## config.mk

```make
export PLATFORM = sky130hd
export DESIGN_NAME = trace_recorder
export DESIGN_NICKNAME = d
export VERILOG_FILES = /design/src/rtl/trace_pkg.sv /design/src/rtl/trace_lane.sv /design/src/rtl/trace_recorder.sv
export SDC_FILE = /design/constraint.sdc
export NUM_CORES = 1
export LEC_CHECK = 0
export BUFFER_PORTS_ARGS = -buffer_cell sky130_fd_sc_hd__buf_2
export CAP_MARGIN = 30
export CORE_AREA = 2 2 402 404
export CTS_CLUSTER_SIZE = 24
export DETAILED_ROUTE_END_ITERATION = 8
export DIE_AREA = 0 0 404 406
export PLACE_DENSITY = 0.31
export SLEW_MARGIN = 20
export SYNTH_ARGS = -nofsm -noshare
export SYNTH_HDL_FRONTEND = slang
export SYNTH_SLANG_ARGS = --single-unit
export TNS_END_PERCENT = 50
```

## constraint.sdc

```tcl
create_clock -name clock -period 6.6 [get_ports clock]
set_input_delay 0.66 -clock clock [delete_from_list [all_inputs] [get_ports clock]]
set_output_delay 0.66 -clock clock [all_outputs]
set_load 0.05 [all_outputs]
```

## src/rtl/trace_pkg.sv

```systemverilog
// Shared character encoding, trace type and string helpers for the trace recorder.
// Both the recorder and its lanes import this package.
package trace_pkg;

    localparam int TRACE_LEN = 32;

    localparam logic [7:0] CH_HIGH  = 8'h2D;
    localparam logic [7:0] CH_LOW   = 8'h5F;
    localparam logic [7:0] CH_DC    = 8'h3F;
    localparam logic [7:0] CH_EMPTY = 8'h2E;

    typedef logic [TRACE_LEN*8-1:0] trace_t;

    typedef enum logic {
        ST_RECORD = 1'b0,
        ST_DONE   = 1'b1
    } rec_state_e;

    // Character 0 is the most significant byte of the string.
    function automatic logic [7:0] trace_char(input trace_t tr, input logic [4:0] idx);
        logic [4:0] pos;
        pos = 5'd31 - idx;
        return tr[{pos, 3'b000} +: 8];
    endfunction

    function automatic trace_t set_char(input trace_t tr, input logic [4:0] idx,
                                        input logic [7:0] ch);
        trace_t     res;
        logic [4:0] pos;
        res = tr;
        pos = 5'd31 - idx;
        res[{pos, 3'b000} +: 8] = ch;
        return res;
    endfunction

    function automatic logic [7:0] encode(input logic s);
        return s ? CH_HIGH : CH_LOW;
    endfunction

    // Unknown expected bytes behave like don't-care.
    function automatic logic char_mismatch(input logic [7:0] exp_ch, input logic s);
        logic res;
        case (exp_ch)
            CH_HIGH: res = ~s;
            CH_LOW:  res = s;
            default: res = 1'b0;
        endcase
        return res;
    endfunction

endpackage

```

## src/rtl/trace_lane.sv

```systemverilog
// One recorded signal: holds its trace string and flags a per-cycle mismatch
// against the expected string at the shared index.
module trace_lane
    import trace_pkg::*;
#(
    parameter trace_t expected = {TRACE_LEN{CH_DC}}
) (
    input  logic       clock,
    input  logic       resetn,
    input  logic       sample,
    input  logic [4:0] t,
    input  logic       done,
    output trace_t     rec,
    output logic       mis
);

    trace_t rec_r;
    logic   mis_s;

    // Record string: one character written per sampled cycle, frozen once done.
    always_ff @(posedge clock or negedge resetn) begin
        if (!resetn) begin
            rec_r <= {TRACE_LEN{CH_EMPTY}};
        end else if (!done) begin
            rec_r <= set_char(rec_r, t, encode(sample));
        end else begin
            rec_r <= rec_r;
        end
    end

    // Compare the live sample with the expected character for this cycle.
    always_comb begin
        mis_s = 1'b0;
        if (!done) begin
            mis_s = char_mismatch(trace_char(expected, t), sample);
        end else begin
            mis_s = 1'b0;
        end
    end

    assign rec = rec_r;
    assign mis = mis_s;

endmodule

```

## src/rtl/trace_recorder.sv

```systemverilog
// Four-lane waveform recorder with a sticky first-mismatch report.
// Optional TRACE_RECORDER_ASSERT_EN adds a no-mismatch assertion and a done cover.
module trace_recorder
    import trace_pkg::*;
#(
    parameter trace_t trace_a = {TRACE_LEN{CH_DC}},
    parameter trace_t trace_b = {TRACE_LEN{CH_DC}},
    parameter trace_t trace_c = {TRACE_LEN{CH_DC}},
    parameter trace_t trace_d = {TRACE_LEN{CH_DC}}
) (
    input  logic         clock,
    input  logic         resetn,
    input  logic         A,
    input  logic         B,
    input  logic         C,
    input  logic         D,
    output logic [255:0] rec_a,
    output logic [255:0] rec_b,
    output logic [255:0] rec_c,
    output logic [255:0] rec_d,
    output logic [4:0]   t,
    output logic         done,
    output logic         mismatch,
    output logic [4:0]   mismatch_t,
    output logic [3:0]   mismatch_sig
);

    rec_state_e state_r;
    rec_state_e state_s;
    logic [4:0] t_r;
    logic       mismatch_r;
    logic [4:0] mismatch_t_r;
    logic [3:0] mismatch_sig_r;
    logic [3:0] mis_vec_s;
    logic       done_s;

    assign done_s = (state_r == ST_DONE);

    trace_lane #(.expected(trace_a)) u_lane_a (
        .clock(clock), .resetn(resetn), .sample(A), .t(t_r), .done(done_s),
        .rec(rec_a), .mis(mis_vec_s[0])
    );
    trace_lane #(.expected(trace_b)) u_lane_b (
        .clock(clock), .resetn(resetn), .sample(B), .t(t_r), .done(done_s),
        .rec(rec_b), .mis(mis_vec_s[1])
    );
    trace_lane #(.expected(trace_c)) u_lane_c (
        .clock(clock), .resetn(resetn), .sample(C), .t(t_r), .done(done_s),
        .rec(rec_c), .mis(mis_vec_s[2])
    );
    trace_lane #(.expected(trace_d)) u_lane_d (
        .clock(clock), .resetn(resetn), .sample(D), .t(t_r), .done(done_s),
        .rec(rec_d), .mis(mis_vec_s[3])
    );

    // State register.
    always_ff @(posedge clock or negedge resetn) begin
        if (!resetn) begin
            state_r <= ST_RECORD;
        end else begin
            state_r <= state_s;
        end
    end

    // Next state: leave RECORD on the edge that samples the last index.
    always_comb begin
        state_s = state_r;
        case (state_r)
            ST_RECORD: begin
                if (t_r == 5'd31) begin
                    state_s = ST_DONE;
                end else begin
                    state_s = ST_RECORD;
                end
            end
            ST_DONE: state_s = ST_DONE;
            default: state_s = ST_RECORD;
        endcase
    end

    // Cycle index saturates at 31; it is already 31 when done rises.
    always_ff @(posedge clock or negedge resetn) begin
        if (!resetn) begin
            t_r <= 5'd0;
        end else if ((state_r == ST_RECORD) && (t_r != 5'd31)) begin
            t_r <= t_r + 5'd1;
        end else begin
            t_r <= t_r;
        end
    end

    // First-mismatch latch; lane mismatch bits are already gated by done.
    always_ff @(posedge clock or negedge resetn) begin
        if (!resetn) begin
            mismatch_r     <= 1'b0;
            mismatch_t_r   <= 5'd0;
            mismatch_sig_r <= 4'd0;
        end else if (!mismatch_r && (mis_vec_s != 4'd0)) begin
            mismatch_r     <= 1'b1;
            mismatch_t_r   <= t_r;
            mismatch_sig_r <= mis_vec_s;
        end else begin
            mismatch_r     <= mismatch_r;
            mismatch_t_r   <= mismatch_t_r;
            mismatch_sig_r <= mismatch_sig_r;
        end
    end

    assign t            = t_r;
    assign done         = done_s;
    assign mismatch     = mismatch_r;
    assign mismatch_t   = mismatch_t_r;
    assign mismatch_sig = mismatch_sig_r;

`ifdef TRACE_RECORDER_ASSERT_EN
    no_mismatch_a: assert property (@(posedge clock) disable iff (!resetn) !mismatch);
    done_c: cover property (@(posedge clock) done);
`else
`endif

endmodule

```

-- Word-level counts from Yosys, hierarchy flattened
Cells that the tools add are included.
- muxes and demuxes: 18
- add/subtract/negate cells: 3
- equal/unequal tests: 4
- bitwise gates (word level): 5
- reductions and logical operators: 4
- shift-type cells: 6
- operator list (operator ; number):
    $bwmux 256 ; 4
    $shiftx 8x10->256 ; 4
    $shift 8x10->256 const A ; 1
    $shiftx 256x9->8 const A ; 1
    $mux 7 ; 4
    $neg 8->10 ; 1
    $pmux 1 s2 ; 5
    $eq 8x6->1 const B ; 1
    $eq 8x7->1 const B ; 1
    $add 5x1->5 const B ; 1
    $eq 5x5->1 const B ; 1
    $mux 1 ; 5
    $ne 5x5->1 const B ; 1
    $not 1->1 ; 5
    $sub 5x5->5 const A ; 1
    $reduce_bool 4->1 ; 1
    $logic_and 1x1->1 ; 2
    $logic_not 1->1 ; 1
- bits of input ports: 6
- output and inout bits: 1040
- register bits: 1040

-- Depth between registers and ports, before layout
Gate-level depths: netlist of the first run.
- depth in word-level cells: 7
- mapped depth: 10
- mapped depth without buffers: 7

-- Modules after synthesis
From an unflattened synthesis of the first run, not the netlist that was laid out.
- cells, all modules: 2167
- area, all modules: 28737.6 um^2
- by module, submodules not included (module ; area an instance (um^2) ; cells an instance ; instances):
    trace_lane at u_lane_a ... ; 6971.7 ; 526 ; 3
    trace_lane at u_lane_d ; 7183.1 ; 545 ; 1
    trace_recorder ; 639.4 ; 44 ; 1

-- Least setup slack after synthesis of the first run
OpenSTA, ideal clock, no wires.
- kind: reg2reg
- from: register t_r[0], in the netlist t[0]
- to: register u_lane_a.rec_r[150], in the netlist u_lane_a.rec[150]
- stages on the path, launching flop included: 10
- library setup time: 0.125 ns
- arrival: 3.049 ns
- path slack: 3.426 ns
- required time: 6.475 ns
- cell sequence: dfrtp_1 -> ha_1 -> buf_4 -> and3_1 -> ha_1 -> or3b_1 -> o21bai_2 -> a21oi_2 -> buf_4 -> mux2_2
- word-level cells in the longest chain between the ends: 4
- RTL lines (element ; line ; text):
    start, declared ; trace_recorder.sv:30 ; logic [4:0] t_r;
    start signal, assigned ; trace_recorder.sv:86 ; t_r <= t_r + 5'd1;
    start signal, assigned ; trace_recorder.sv:88 ; t_r <= t_r;
    $sub 5x5->5 (*) ; trace_pkg.sv:31 ; pos = 5'd31 - idx;
    $neg 8->10 (*) ; trace_pkg.sv:32 ; res[{pos, 3'b000} +: 8] = ch;
    $shiftx 8x10->256 / $shift 8x10->256 (equally long branches) ; trace_pkg.sv:32 ;
    $bwmux 256 (*) ; trace_pkg.sv:32 ;
    end signal, assigned ; trace_lane.sv:23 ; rec_r <= {TRACE_LEN{CH_EMPTY}};
    end signal, assigned ; trace_lane.sv:25 ; rec_r <= set_char(rec_r, t, encode(sample));
    end signal, assigned ; trace_lane.sv:27 ; rec_r <= rec_r;
    end, declared ; trace_lane.sv:17 ; trace_t rec_r;
Mark *: on every way between the ends. The rest lies on a longest branch, timed or not.
A chain may end at the register's enable or synchronous reset.

-- Worst setup path after layout of the first run
- from: register t_r[0], in the netlist t[0]
- to: register u_lane_c.rec_r[206], in the netlist u_lane_c.rec[206]
- word-level cells in the longest chain between the ends: 4
- RTL lines (element ; line):
    $sub 5x5->5 (*) ; trace_pkg.sv:31
    $neg 8->10 (*) ; trace_pkg.sv:32
    $shiftx 8x10->256 / $shift 8x10->256 (equally long branches) ; trace_pkg.sv:32
    $bwmux 256 (*) ; trace_pkg.sv:32
    end signal, assigned ; trace_lane.sv:23
    end signal, assigned ; trace_lane.sv:25
    end signal, assigned ; trace_lane.sv:27
    end, declared ; trace_lane.sv:17
Marks and branches as above.

==> reports/metrics.cfg, run 1 <==
[run_status]
status = finished clean

[grt]
antenna_found_initial = 6
grtUsageMet3_pct = 2.936
use_met1_pct = 15.82
grt_max_degree = 142
top_usage_layer = met2
grt-ovfl-total = 0
met2_usage_pct = 18.60
grt_pass1_vias = 14740
track_usage_pct = 11.74
grt_pass1_wl_mm = 133.3

[power]
p_per_area_nw_per_um2 = 280.0
clkPwrFrac_pct = 46.2
seq_power_share_pct = 39.3
irDropWorstVdd_mv = 0.1916
p_leak_nw = 11.78
cell_internal_pwr_mw = 5.315
pwr-share-comb_pct = 14.5
switching_share_pct = 31.43
switchingPower_mw = 2.436

[worst_setup_path]
cp_num_cells = 7
cpPeakStageDelay_ps = 810
cp_max_fo = 23
slowest_stage = dfrtp_1
crit_required_ps = 7140
crit_buf_inv = 0
reg2reg_depth = 7
path_common_cell = ha_1
path_cells = ha_1 -> and3_1 -> ha_1 -> nor2_1 -> o211a_1 -> nand2_1 -> a22o_1
arrival_ps = 4640
cp_top_family = simple AND/OR/NAND/NOR gates
start_kind = flip-flop
end_kind = flip-flop
crit_type = reg2reg

[sta]
final-max-slew-violation-count = 0
rsz0062_at_grt = false
slew_headroom_pct = 34.13
hold_viol_final = 0
fin_setup_tns_ps = 0
post-route-period-util_pct = 62.08
skew_ps = 15.30
max_slew.worst_pin.slew_ps = 988.0
clock.fmax_ghz = 0.2441
min_period_ps = 4097
finalSetupViolCount = 0

[clock_network]
root_buffer = clkbuf_16
worstSkewPairLatency_ps = 660
ctsHtreeMaxLevel = 2
cts_resized = 0
cts_tree = built
clockBufferDepth = 3
numCtsBuffers = 61
cts.sinks = 454
post_cts_buffers = 0
clkTransAtPathRegs_ps = 60
cts_hold_buf = 0

[die]
die_h_um = 406
core_um2 = 159600
initial_utilization_pct = 13.86
die_area_um2 = 164000
die-width_um = 404
row_count = 147
num_io_pins = 1046

[synthesis]
synthFlopType = dfstp_2
synth_top_area_share_pct = 34.21
synth-seq-cells = 454
synthTopCellsByArea = dfstp_2 (34%), buf_4 (20%), dfrtp_1 (19%)
synth_cells = 1868
yosysTopAreaCell = dfstp_2
ys_async_sr_fraction_pct = 100.0
synth.distinct_cells = 63
avgSynthCellArea_um2 = 11.84
yosysWarnings = 0
synthesis.area_um2 = 22120
synth_edf_count = 0
yosysSeqAreaShare_pct = 52.99

[placed_design]
place.gp.congestion = 0.7075
io_buffers = 907
place_inst = 4356
dp_hpwl_mm = 74.78

[detailed_routing]
first_pass_iters = 5
routed_wl_mm = 100.9
wl_per_cell_um = 22.52
detail_route.iter0.violations = 778
vias = 15220
ant_nets = 0
drc_errors = 0
via_per_inst = 3.396

[run]
drv_cap = 0

[final_layout]
final_nets = 2348
fin_cells = 4481
drive_above_1_share_pct = 61.91
syn_to_final_growth_pct = 25.16

[min_path]
hold_class = in2async

## cell type report
cell class	count	area (um^2)
Antenna cell	6	15.01
Inverter	8	30.03
Multi-Input combinational cell	858	6143
Tap cell	2086	2610
Timing Repair Buffer	954	5026
Sequential cell	454	11720
Clock buffer	87	1764
Fill cell	17710	132000
Clock inverter	28	375.4
## power groups by stage
stage               combinational, mW  clock [mW]  sequential (mW)
floorplan                       0.540           0             3.48
global placement                 1.14           0             3.09
detailed placement               1.14           0             3.09
CTS                              1.14        3.76             3.05
global route                     1.18        3.86             3.06
finish                           1.12        3.58             3.04
## cell usage after synthesis, drive strengths merged, types with 38 or more instances
master / n
nor2: 50
mux2: 81
buf: 629
dfrtp: 166
dfstp: 288
a21o: 38
nand2: 45
o21ai: 43
o211ai: 40
a22o: 123
nand2b: 59
clkbuf: 56
o2bb2ai: 91
## layout by cell type, fill, tap and decap left out, types with 15 or more instances in the layout
cell type	count
nand2_1	44
clkbuf_16	61
mux2_2	76
a22o_1	123
buf_4	34
or2_2	15
a32o_1	18
buf_2	904
nand2b_1	58
a21o_1	38
o2bb2ai_1	91
nor2_1	47
conb_1	138
dfrtp_1	166
dfstp_2	288
o21ai_0	22
o211ai_1	40
## worst reg2reg max path: stages, from the launching register on
cell and delay, ps:
dfrtp_1 810, ha_1 700, and3_1 250, ha_1 320
nor2_1 550, o211a_1 390, nand2_1 580, a22o_1 390
## cells by family (layout without fill, tap and decap cells)
| family | after synthesis | after routing | synth area share, % |
|---|---|---|---|
| XOR/XNOR | 4 | 4 | 0.1924 |
| other | 1 | 144 | 0.01695 |
| AO/OA/AOI/OAI | 398 | 398 | 14.51 |
| adder cells (fa/ha/maj) | 5 | 5 | 0.2828 |
| AND/OR/NAND/NOR | 230 | 230 | 5.673 |
| buffers and inverters | 693 | 1077 | 22.03 |
| multiplexers | 83 | 83 | 4.299 |
| flip-flops | 454 | 454 | 52.99 |
## flip-flops by register name, summed over array words and instances, names as in the netlist
register	flops
t	5
u_lane_d.rec	96
u_lane_b.rec	96
u_lane_a.rec	96
u_lane_c.rec	160
done	1
## routing by layer
metal	wire (um)	share of wire [%]
met5	0	0
met4	2119	2.1
met3	6408	6.3
met2	46780	46
met1	45610	45
## path summary, 6_finish.rpt
kind,from,endpoint,slack [ps]
max,t[0],u_lane_c.rec[206],2500
min,resetn,u_lane_d.rec[14],30
max reg2reg,t[0],u_lane_c.rec[206],2500
min reg2reg,u_lane_c.rec[145],u_lane_c.rec[145],470
max in group asynchronous,resetn,u_lane_c.rec[112],5110
min in group clock,u_lane_c.rec[145],u_lane_c.rec[145],470
## metrics by stage
step	area, um^2	setup slack (ps)	hold WS (ps)	total power, mW	util, %
2_1_floorplan	22630	3426	364.4	4.023	-
3_3_place_gp	25330	2211	456.5	4.235	15.87
3_5_place_dp	25490	2187	462.8	4.232	15.97
4_1_cts	27630	2141	16.89	7.949	17.31
5_1_grt	27670	2331	23.71	8.098	17.33
6_report	27690	2503	26.01	7.751	17.34
No activity file was read; power rests on OpenSTA's default activity.
==> inputs of run 2 (changes only) <==
--- a/config.mk
+++ b/config.mk
@@ -5,13 +5,14 @@
 export SDC_FILE = /design/constraint.sdc
 export NUM_CORES = 1
 export LEC_CHECK = 0
+export ABC_AREA = 1
 export BUFFER_PORTS_ARGS = -buffer_cell sky130_fd_sc_hd__buf_2
 export CAP_MARGIN = 30
-export CORE_AREA = 2 2 402 404
+export CORE_AREA = 2 2 413 415
 export CTS_CLUSTER_SIZE = 24
 export DETAILED_ROUTE_END_ITERATION = 8
-export DIE_AREA = 0 0 404 406
-export PLACE_DENSITY = 0.31
+export DIE_AREA = 0 0 415 417
+export PLACE_DENSITY = 0.3
 export SLEW_MARGIN = 20
 export SYNTH_ARGS = -nofsm -noshare
 export SYNTH_HDL_FRONTEND = slang
==> constraint.sdc (replaced) <==
create_clock -name clock -period 4.1 [get_ports clock]
set_input_delay 0.41 -clock clock [delete_from_list [all_inputs] [get_ports clock]]
set_output_delay 0.41 -clock clock [all_outputs]
set_load 0.05 [all_outputs]
==> run 2 against run 1 <==
Against the previous run: clock power grew 69%; setup slack lost 1600 ps; cell area grew 0.61%; clock-buffer cell count grew 10; global-route usage shrank 1.1 points; core utilization shrank 0.81 points; sequential share of layout area shrank 0.25 points; register-to-register slack lost 1600 ps; via count grew 7.3%; synthesized cell count grew 30%; non-clock buffer count grew 1; die area grew 5.5%.
==> reports/metrics.cfg, run 2 <==
[detailed_routing]
ant_nets = 0
routed_wl_mm = 95.40
wl_met1_mm = 39.09
highest_layer = met4
dr_wl_met2_mm = 49.20
routed-wl-met3_mm = 4.154
first_pass_iters = 4
via_per_inst = 3.137
wl_per_cell_um = 18.33
vias = 16330
detail_route.iter0.violations = 886
drc_errors = 0

[power]
p_per_area_nw_per_um2 = 461.9
irDropWorstVdd_mv = 0.2543
cell_internal_pwr_mw = 8.750
clkPwrFrac_pct = 46.9
switching_share_pct = 31.99
p_leak_nw = 13.47
switchingPower_mw = 4.115
p_total_mw = 12.87
pwr-share-comb_pct = 14.7
seq_power_share_pct = 38.3

[grt]
grt-ovfl-total = 0
grt_max_degree = 84
antenna_found_initial = 4
grt_pass1_wl_mm = 130.3
grt_pass1_vias = 15560
track_usage_pct = 10.68

[clock_network]
cts_tree = built
cts.sinks = 454
worstSkewPairLatency_ps = 650
numCtsBuffers = 66
ctsHtreeMaxLevel = 3
post_cts_buffers = 0
clkTransAtPathRegs_ps = 60
root_buffer = clkbuf_16
clockBufferDepth = 3

[synthesis]
synth.distinct_cells = 27
yosysSeqAreaShare_pct = 53.32
yosysMostFrequentCell = nand2_1
avgSynthCellArea_um2 = 9.080
yosysTopAreaCell = dfstp_2
synthTopCellsByArea = dfstp_2 (34%), buf_4 (20%), dfrtp_1 (19%)
yosysWarnings = 0
synth_common_cells = nand2_1 (911), buf_4 (599), dfstp_2 (288), dfrtp_1 (166), inv_1 (95)
synth_edf_count = 0
synthFlopType = dfstp_2
synth-seq-cells = 454
synth_cells = 2421
synthesis.area_um2 = 21980
synth_top_area_share_pct = 34.42
ys_async_sr_fraction_pct = 100.0

[sta]
min_period_ps = 3205
hold_viol_final = 0
max_slew.worst_pin.slew_ps = 932.3
finalSetupViolCount = 0
slew_headroom_pct = 37.37
skew_ps = 15.54
final-max-slew-violation-count = 0
fin_setup_tns_ps = 0
post-route-period-util_pct = 78.17
clock.fmax_ghz = 0.3120
rsz0062_at_grt = false

[final_layout]
largest_reg_flops = 160
drive_above_1_share_pct = 48.21
final_cell_mix = nand2_1 (909), buf_2 (906), dfstp_2 (288), dfrtp_1 (166), conb_1 (138)
final_nets = 2944
fillers = 19090
fin_cells = 5205
utilization_pct = 16.53
diodes = 0
syn_to_final_growth_pct = 26.70
layout_commonest_cell = nand2_1

[die]
core_um2 = 168500
row_count = 151
die-width_um = 415
initial_utilization_pct = 13.04
num_io_pins = 1046
die_area_um2 = 173100
die_h_um = 417

[worst_setup_path]
timing.rr.start = t[1]
start_kind = flip-flop
arrival_ps = 3730
crit_required_ps = 4630
rr_endpoint = u_lane_d.rec[166]
end_kind = flip-flop
reg2reg_depth = 11
cp_max_fo = 14
crit_type = reg2reg
r2r_setup_slack_ps = 900

[run]
drv_cap = 0

[min_path]
hold_depth = 4
min_delay_worst_endpoint = u_lane_d.rec[133]
worstHoldStart = D
hold_class = in2reg

[placed_design]
place.gp.congestion = 0.7265
place_inst = 5081
io_buffers = 907
dp_hpwl_mm = 72.97

[run_status]
status = finished clean

run 2: cell count changes after synthesis, moves of 18 or more:
cell       change
nand2b_1      -58
o21ai_0       +47
a21o_1        -38
nand3_1       +35
nor3_1        +30
inv_1         +87
mux2_2        -76
o211ai_1      -40
clkbuf_1      -42
or2_2         +27
a32o_1        -18
a22o_1       -123
o2bb2ai_1     -91
nand2_1      +866
run 2: final cells by class:
class | count | area [um^2] | area share, %
repair buffers | 955 | 5005 | 17.97
clock inverters | 25 | 321.6 | 1.154
inverters | 104 | 390.4 | 1.402
clock buffers | 97 | 1972 | 7.080
well taps | 2218 | 2775 | 9.964
multi-input cells | 1352 | 5668 | 20.35
flip-flops and latches | 454 | 11720 | 42.08
run 2: what timing repair did:
action,CTS,global route
hold endpoints to repair,29,0
endpoints found under the setup margin,0,0
hold buffers,2,0
gates resized for setup,0,0
run 2: logic make-up after synthesis:
| logic type | share of synthesized area, % |
|---|---|
| XOR/XNOR | 0.03985 |
| AND/OR/NAND/NOR | 21.04 |
| adder cells (fa/ha/maj) | 0.2846 |
| buffers and inverters | 23.30 |
| flip-flops | 53.32 |
| AO/OA/AOI/OAI | 2.003 |
| other | 0.01706 |
run 2: worst max-delay path, cell delays in order (launching register included):
cell	delay (ps)
dfrtp_1	460
ha_1	250
nand2_1	110
nor2_1	170
ha_1	300
nor2_1	160
inv_1	80
a21oi_4	390
buf_4	310
nand3_1	540
nand2_1	220
nand2_1	60
run 2: metal layers:
| metal | global-route usage, % | vias up |
|---|---|---|
| met1 | 12.76 | 7905 |
| li1 | - | 7777 |
| met2 | 18.81 | 534 |
| met5 | 0 | - |
| met4 | 4.169 | 0 |
| met3 | 2.021 | 112 |
run 2: how the worst max path moves through the flow:
| stage | start | to | slack, ps |
|---|---|---|---|
| global placement | t[0] | u_lane_b.rec[165] | 790 |
| CTS | t[0] | u_lane_d.rec[166] | 770 |
| finish | t[1] | u_lane_d.rec[166] | 900 |
| detailed placement | t[0] | u_lane_d.rec[166] | 780 |
| global route | t[1] | u_lane_d.rec[165] | 480 |
| floorplan | t[1] | u_lane_a.rec[166] | 1390 |
run 2: power groups by stage:
| stage | Combinational [mW] | Clock [mW] | Sequential (mW) |
|---|---|---|---|
| 5_1_grt | 1.99 | 6.51 | 4.96 |
| 2_1_floorplan | 0.871 | 0 | 5.68 |
| 3_3_place_gp | 1.92 | 0 | 5.01 |
| 4_1_cts | 1.93 | 6.36 | 4.94 |
| 6_report | 1.89 | 6.04 | 4.93 |
| 3_5_place_dp | 1.92 | 0 | 5.01 |
run 2: through the flow:
step,setup WS (ps),instance area [um^2],hold slack [ps]
after floorplan,1391,22500,114.4
after global placement,793.8,25480,449.3
after detailed placement,782.3,25540,452.3
after CTS,766.0,27850,210.0
after global routing,480.0,27850,268.7
final,895.2,27850,292.9
==> inputs of run 3 (changes only) <==
--- a/config.mk
+++ b/config.mk
@@ -12,7 +12,7 @@
 export CTS_CLUSTER_SIZE = 24
 export DETAILED_ROUTE_END_ITERATION = 8
 export DIE_AREA = 0 0 415 417
-export PLACE_DENSITY = 0.3
+export PLACE_DENSITY = 0.31
 export SLEW_MARGIN = 20
 export SYNTH_ARGS = -nofsm -noshare
 export SYNTH_HDL_FRONTEND = slang
==> constraint.sdc (replaced) <==
create_clock -name clock -period 2.67 [get_ports clock]
set_input_delay 0.267 -clock clock [delete_from_list [all_inputs] [get_ports clock]]
set_output_delay 0.267 -clock clock [all_outputs]
set_load 0.05 [all_outputs]
==> run 3 against run 2 <==
Against the previous run: flip-flop and latch count did not move; register-to-register slack got worse by 750 ps; sequential power rose by 54%; cell area rose by 1.3%; clock power rose by 37%; first-iteration DRC count fell by 13%.
==> reports/metrics.cfg, run 3 (synthesized netlist as in run 2, its figures left out) <==
[worst_setup_path]
crit_type = reg2reg
crit_required_ps = 3250
rr_endpoint = u_lane_d.rec[101]
end_kind = flip-flop
r2r_setup_slack_ps = 140
cp_max_fo = 13
start_kind = flip-flop
timing.rr.start = t[0]
reg2reg_depth = 9
arrival_ps = 3110

[sta]
slew_headroom_pct = 45.06
fin_setup_tns_ps = 0
skew_ps = 18.08
final-max-slew-violation-count = 0
max_slew.worst_pin.slew_ps = 824.1
hold_viol_final = 0
fin_hold_ws_ps = 160.3
clock.fmax_ghz = 0.3957
post-route-period-util_pct = 94.65
rsz0062_at_grt = false
finalSetupViolCount = 0
min_period_ps = 2527

[grt]
grt_max_degree = 68
grt_pass1_vias = 15790
grt-ovfl-total = 0
grt_pass1_wl_mm = 129.5
track_usage_pct = 10.44
antenna_found_initial = 4

[power]
irDropWorstVdd_mv = 0.4555
clkPwrFrac_pct = 44.2
switching_share_pct = 32.67
pwr-share-comb_pct = 15.4
seq_power_share_pct = 40.3
switchingPower_mw = 6.138
p_per_area_nw_per_um2 = 665.5
cell_internal_pwr_mw = 12.65
p_leak_nw = 13.70
p_total_mw = 18.79

[die]
num_io_pins = 1046
die-width_um = 415
die_h_um = 417
row_count = 151
initial_utilization_pct = 13.04
core_um2 = 168500
die_area_um2 = 173100

[final_layout]
fin_cells = 5276
multi_input_area_um2 = 5700
final-seq-area_um2 = 11720
drive_above_1_share_pct = 49.48
syn_to_final_growth_pct = 28.41
final_cell_mix = nand2_1 (906), buf_2 (906), dfstp_2 (288), dfrtp_1 (164), conb_1 (138)
final_nets = 3015
fillers = 19130
largest_reg_flops = 160
utilization_pct = 16.75

[placed_design]
place.gp.congestion = 0.7286
io_buffers = 907
place_inst = 5158
dp_hpwl_mm = 73.24

[clock_network]
cts_tree = built
worstSkewPairLatency_ps = 660
numCtsBuffers = 60
ctsHtreeMaxLevel = 2
clkTransAtPathRegs_ps = 70
cts.sinks = 454
root_buffer = clkbuf_16
clockBufferDepth = 3

[detailed_routing]
wl_per_cell_um = 17.95
ant_nets = 0
first_pass_iters = 5
drc_errors = 0
routed_wl_mm = 94.69
detail_route.iter0.violations = 768
via_per_inst = 3.135
vias = 16540

[min_path]
hold_depth = 4
min_delay_worst_endpoint = u_lane_d.rec[5]
worstHoldStart = D
hold_class = in2reg

[run_status]
status = finished clean

[run]
drv_cap = 0

-- run 3: changes by cell type in the layout (fill, tap and decap cells not counted), sizes merged, moves of 2 or more --
| cell | delta |
|---|---|
| clkbuf | -2 |
| bufinv | -2 |
| diode | +2 |
| buf | +77 |
| clkinv | +2 |
| inv | -7 |
-- run 3: per-layer routing --
metal | routed length [um] | share of wire, % | up-vias | track usage [%]
met2 | 48210 | 51 | 494 | 18.42
met5 | 0 | 0 | - | 0
met3 | 3515 | 3.7 | 101 | 1.584
met4 | 2540 | 2.7 | 0 | 3.056
li1 | - | - | 7905 | -
met1 | 40420 | 43 | 8042 | 13.06
-- run 3: area by class of cell --
class / instances / share of cell area [%]
sequential: 454 / 41.53
multi-input combinational: 1352 / 20.19
timing repair buffer: 1032 / 19.90
tap: 2218 / 9.831
clock buffer: 95 / 6.325
inverter: 104 / 1.427
clock inverter: 19 / 0.7757
antenna: 2 / 0.01773
-- run 3: per-stage QoR --
stage          instance area, um^2  setup WS, ps
5_1_grt                      28220         1.695
3_5_place_dp                 26140         43.28
6_report                     28230         142.8
4_1_cts                      28170         21.90
3_3_place_gp                 26140         42.84
2_1_floorplan                22500         136.3
-- run 3: worst max path at each step --
stage               start           endpoint  slack, ps  cells after the start
finish               t[0]  u_lane_d.rec[101]        140                      9
global route         t[0]  u_lane_b.rec[249]          2                     13
CTS                  t[0]  u_lane_a.rec[238]         20                     13
detailed placement   t[0]  u_lane_a.rec[233]         40                     13
global placement     t[0]  u_lane_d.rec[233]         40                     13
floorplan            t[2]  u_lane_a.rec[166]        140                     12
-- run 3: repair_timing --
item | CTS | global route
hold buffers | 2 | 0
endpoints found under the setup margin | 0 | 135
buffers inserted | 0 | 0
resized for setup | 0 | 18
hold endpoints to repair | 72 | 0
-- run 3: power groups by stage --
| stage | registers (mW) | logic, mW | clock network (mW) |
|---|---|---|---|
| floorplan | 8.72 | 1.34 | 0 |
| global placement | 7.70 | 2.95 | 0 |
| detailed placement | 7.69 | 2.95 | 0 |
| CTS | 7.59 | 2.96 | 8.74 |
| global route | 7.62 | 3.05 | 8.94 |
| finish | 7.58 | 2.90 | 8.30 |
-- run 3: critical path: stages, from the launching register on --
cell,delay (ps)
dfrtp_2,360
buf_4,220
inv_2,80
ha_1,360
nor2_2,240
nand3_1,420
nor2_4,390
nand3_1,210
nand2_1,110
inv_1,40
